$ cat config.mk
export PLATFORM = sky130hd
export DESIGN_NAME = key_debounce
export DESIGN_NICKNAME = d
export VERILOG_FILES = /design/src/rtl/key_pkg.sv /design/src/rtl/sync_ff.sv /design/src/rtl/key_debounce.sv
export SDC_FILE = /design/constraint.sdc
export NUM_CORES = 1
export LEC_CHECK = 0
export CORE_AREA = 8 8 76 78
export DETAILED_ROUTE_END_ITERATION = 16
export DIE_AREA = 0 0 84 86
export DONT_BUFFER_PORTS = 1
export GPL_TIMING_DRIVEN = 0
export MAX_ROUTING_LAYER = met4
export PLACE_DENSITY = 0.42
export RECOVER_POWER = 25
export SYNTH_ARGS = -nofsm -noshare
export SYNTH_HDL_FRONTEND = slang
export SYNTH_HIERARCHICAL = 1
export SYNTH_SLANG_ARGS = --single-unit
$ cat constraint.sdc
create_clock -name Clock -period 2.2 [get_ports Clock]
set_clock_uncertainty 0.05 [all_clocks]
set_input_delay 0.22 -clock Clock [delete_from_list [all_inputs] [get_ports Clock]]
set_output_delay 0.22 -clock Clock [all_outputs]
set_load 0.02 [all_outputs]
$ cat src/rtl/key_pkg.sv
// ============================================================================
// Module   : key_pkg
// Brief    : Shared types and level constants for pushbutton conditioning.
// Revision : 1.0  initial release
// ============================================================================
`default_nettype none

package key_pkg;

    typedef enum logic [1:0] {
        KEY_REL        = 2'd0,
        KEY_PRESS_WAIT = 2'd1,
        KEY_PRESSED    = 2'd2,
        KEY_REL_WAIT   = 2'd3
    } key_state_t;

    // KEY pins are active-low
    localparam logic KEY_PRESSED_LVL  = 1'b0;
    localparam logic KEY_RELEASED_LVL = 1'b1;

endpackage : key_pkg

`default_nettype wire

$ cat src/rtl/sync_ff.sv
// ============================================================================
// Module   : sync_ff
// Brief    : Generic flop-chain synchroniser with synchronous preset/clear.
// Revision : 1.0  initial release
// ============================================================================
`default_nettype none

module sync_ff #(
    parameter int   STAGES    = 2,
    parameter logic RESET_VAL = 1'b1
) (
    input  logic Clock,
    input  logic Reset,
    input  logic i_d,
    output logic o_q
);

    logic [STAGES-1:0] r_sync;

    always_ff @(posedge Clock) begin
        if (Reset) begin
            r_sync <= {STAGES{RESET_VAL}};
        end else begin
            r_sync <= {r_sync[STAGES-2:0], i_d};
        end
    end

    assign o_q = r_sync[STAGES-1];

endmodule : sync_ff

`default_nettype wire

$ cat src/rtl/key_debounce.sv
// ============================================================================
// Module   : key_debounce
// Brief    : Synchronises and debounces one active-low pushbutton; flags
//            aborted level changes as a one-cycle glitch pulse.
// Revision : 1.0  initial release
// ============================================================================
`default_nettype none

module key_debounce
    import key_pkg::*;
#(
    parameter int SYNC_STAGES     = 2,
    parameter int DEBOUNCE_CYCLES = 50000
) (
    input  logic Clock,
    input  logic Reset,
    input  logic key_raw,
    output logic key_clean,
    output logic stable,
    output logic glitch
);

    localparam int CNT_W = (DEBOUNCE_CYCLES > 1) ? $clog2(DEBOUNCE_CYCLES) : 1;
    localparam logic [CNT_W-1:0] c_cnt_last = CNT_W'(DEBOUNCE_CYCLES - 1);

    logic             w_synced;
    key_state_t       r_state;
    key_state_t       w_state_nxt;
    logic [CNT_W-1:0] r_cnt;
    logic [CNT_W-1:0] w_cnt_nxt;
    logic             r_clean;
    logic             w_clean_nxt;
    logic             r_glitch;
    logic             w_glitch_nxt;

    sync_ff #(
        .STAGES    (SYNC_STAGES),
        .RESET_VAL (KEY_RELEASED_LVL)
    ) u_sync (
        .Clock (Clock),
        .Reset (Reset),
        .i_d   (key_raw),
        .o_q   (w_synced)
    );

    always_ff @(posedge Clock) begin
        if (Reset) begin
            r_state  <= KEY_REL;
            r_cnt    <= '0;
            r_clean  <= KEY_RELEASED_LVL;
            r_glitch <= 1'b0;
        end else begin
            r_state  <= w_state_nxt;
            r_cnt    <= w_cnt_nxt;
            r_clean  <= w_clean_nxt;
            r_glitch <= w_glitch_nxt;
        end
    end

    // Counter saturates at the acceptance value: acceptance leaves the WAIT
    // state on the same edge, so no increment past c_cnt_last is needed.
    always_comb begin
        w_state_nxt  = r_state;
        w_cnt_nxt    = r_cnt;
        w_clean_nxt  = r_clean;
        w_glitch_nxt = 1'b0;
        case (r_state)
            KEY_REL: begin
                if (w_synced == KEY_PRESSED_LVL) begin
                    w_state_nxt = KEY_PRESS_WAIT;
                    w_cnt_nxt   = '0;
                end
            end
            KEY_PRESS_WAIT: begin
                if (w_synced != KEY_PRESSED_LVL) begin
                    w_state_nxt  = KEY_REL;
                    w_glitch_nxt = 1'b1;
                end else if (r_cnt == c_cnt_last) begin
                    w_state_nxt = KEY_PRESSED;
                    w_clean_nxt = KEY_PRESSED_LVL;
                end else begin
                    w_cnt_nxt = r_cnt + CNT_W'(1);
                end
            end
            KEY_PRESSED: begin
                if (w_synced != KEY_PRESSED_LVL) begin
                    w_state_nxt = KEY_REL_WAIT;
                    w_cnt_nxt   = '0;
                end
            end
            KEY_REL_WAIT: begin
                if (w_synced == KEY_PRESSED_LVL) begin
                    w_state_nxt  = KEY_PRESSED;
                    w_glitch_nxt = 1'b1;
                end else if (r_cnt == c_cnt_last) begin
                    w_state_nxt = KEY_REL;
                    w_clean_nxt = KEY_RELEASED_LVL;
                end else begin
                    w_cnt_nxt = r_cnt + CNT_W'(1);
                end
            end
            default: begin
                w_state_nxt = KEY_REL;
                w_clean_nxt = KEY_RELEASED_LVL;
            end
        endcase
    end

    always_comb begin
        stable    = (r_state == KEY_REL) || (r_state == KEY_PRESSED);
        key_clean = r_clean;
        glitch    = r_glitch;
    end

endmodule : key_debounce

`default_nettype wire
==> results.cfg <==
[worst_setup_path]
cp_max_fo = 7
cp_data_required_time_ns = 2.35
critPathCaptureType = flop
worstSetupStartpointType = flop
crit_start = r_cnt[7]
worstPathArrival_ns = 2.23
r2r-start = r_cnt[7]
crit_type = flop to flop

[timing]
max_clock_freq_mhz = 480
drv_slew = 0
finalSetupTns_ns = 0
rsz0062_at_grt = no
period_minus_slack_ns = 2.08
worst_slack_ns = 0.116
maxSlewHeadroom = 0.521
hold_viol = 0
worst_slew_pin_slew_ns = 0.717
setup_viol = 0
post-route-period-util = 0.947

[finish]
final_nets = 147
post-route-util = 0.290
areaGrowthSynthToFinish_pct = 12.1
antennaDiodeCount = 0
final_area_sq_um = 1330
drive_gt1_frac = 0.142

[synth]
synth_edf_count = 0
synth_top_family_by_area = simple AND/OR/NAND/NOR gates
ys_top_cells_by_count = 22 x dfxtp_1, 10 x inv_1, 8 x or3_1, 7 x a211oi_1, 7 x o21ai_0
async_reset_ff_frac = 0
yosysSeqAreaShare = 0.370
synth_flop_cell = dfxtp_1
syn_nets = 138
ys_top_cells_by_area = dfxtp_1 37%, a211oi_1 4.4%, or3_1 4.2%, o32ai_1 3.7%, o41ai_1 3.7%
post-synth-top-count-cell = dfxtp_1
synthXorXnorAreaFrac = 0.0147
synthMuxAreaShare = 0
synth_top_cell_area_share = 0.370
yosys.area_share.simple = 0.294
synth_compound_area_frac = 0.232
yosysTopAreaCell = dfxtp_1
yosys.area_share.adder = 0.0105
yosys_warnings = 6
syn_area_sq_um = 1190
synth_cell_type_count = 43
synth_cells = 134
syn_avg_cell_area_sq_um = 8.88
ys_seq_elements = 22

[clock_tree]
numClockSinks = 22
cts.clk_slew.worst_paths_ns = 0.08
cts.repair.resized = 0
cts_tree = done
clockBufferDepth = 2
numCtsBuffers = 3
cts_max_level = 1
cts-root-buf = clkbuf_8
insertion_delay_ns = 0.27

[drt]
postRouteAntennaNets = 0
drt_pass1_iterations = 4
drc = 0
vias_per_cell = 5.73
wire_per_inst_um = 16.9
routed_wl_um = 3290
vias = 1117
initialDrtViolationCount = 85

[hold_path]
holdCritPathClass = input pin to flop
hold_path_startpoint = Reset

[global_route]
antenna_found_initial = 0
grt_pass1_wl_um = 5600
track_usage = 0.0975
grt_overflow = 0
grt_pass1_vias = 1065
grt_max_degree = 12

[placed_design]
preCtsSetupSlack_ns = 0.0979
dp_hpwl_um = 2320
post_dp_cell_area_sq_um = 1260
gp_congestion = 0.797
numPortBuffers = 0

[run_status]
status = complete, no violations

[power_and_ir_drop]
ir_worst_vdd_v = 0.000200
p_total_mw = 0.692
p_per_area_nw_per_um2 = 519
p_leak_nw = 0.383

[floorplanning]
die_h_um = 86
rows = 25
dieArea_sq_um = 7220
start_util = 0.259
num_io_pins = 6
chipWidth_um = 84
core_area_sq_um = 4600

[job]
drv_cap = 0
-- logic make-up (layout without fill, tap and decap cells) --
logic type	after synthesis	in the layout
AOI/OAI and AO/OA	37	37
buffers and inverters	17	24
DFF	22	22
xor gates and xnor gates	2	2
and+or+nand+nor	55	55
adders and majority gates	1	1
-- worst paths after layout --
kind	to	slack, ns	depth (start not counted)
setup reg to reg	r_cnt[15]	0.12	4
hold / removal	u_sync/r_sync[1]	0.007	1
hold reg to reg	u_sync/r_sync[1]	0.36	1
setup / recovery	r_cnt[15]	0.12	4
-- flip-flops by register name (all words and copies together), names as in the netlist, named ones only --
signal         flops
glitch             1
key_clean          1
r_cnt             16
r_state            1
u_sync/r_sync      2
-- layout make-up --
class	instances	area, sq um
timing repair buffer	4	35.0
clock buffer	3	41.3
multi-input combinational	95	657
sequential	22	440
buffer	7	55.1
tap	54	67.6
inverter	10	37.5
fill	502	3260
-- report_power, final --
group	internal, mW	switching, mW	total (mW)
registers	0.400	0.00293	0.403
logic	0.0124	0.0227	0.0350
clock network	0.122	0.131	0.253
total	0.535	0.156	0.692
-- critical path, stage by stage (launching register included) --
cell	delay, ns
dfxtp_1	0.43
nand4_2	0.23
or4_1	0.62
or4_1	0.52
a31oi_1	0.16
-- layer usage --
metal  wire length (um)  share of wire  up-vias  GRT usage
li1                   -              -      551          -
met1               1680           0.51      546      0.127
met2               1490           0.45       18      0.147
met3                109          0.033        2     0.0256
met4                 17         0.0052        0     0.0204
met5                  0              0        -          -
-- cells in the final DEF (no fill, tap or decap), drive strengths merged --
cell type    netlist  layout
buf                6       8
inv               10      10
dlygate4sd3        0       2
nand2              6       6
a311o              2       2
a21oi              3       3
or2                4       4
o41a               1       1
nand4              6       6
a31oi              2       2
and4b              2       2
a41oi              1       1
or4                7       7
and4               1       1
nand3              6       6
o211ai             1       1
nor4bb             1       1
o311ai             2       2
xnor2              1       1
clkbuf             1       4
nor4b              1       1
o41ai              5       5
o31ai              1       1
and3               1       1
xor2               1       1
nand3b             1       1
dfxtp             22      22
ha                 1       1
a211oi             7       7
or3                9       9
nor2               4       4
or2b               1       1
nand4b             1       1
and2               1       1
nor3               3       3
o21ai              7       7
o32ai              5       5
-- timing repair --
item                                    CTS  global route
hold endpoints to repair                  1             0
hold buffers                              2             0
setup buffers                             0             2
endpoints found under the setup margin    0             1
-- metrics by stage --
stage,cells,hold slack (ns)
finish,195,0.00666
global route,195,0.00288
CTS,193,0.000529
detailed placement,188,0.273
global placement,188,0.271
floorplan,134,0.267
(Power assumes the default switching activity.)
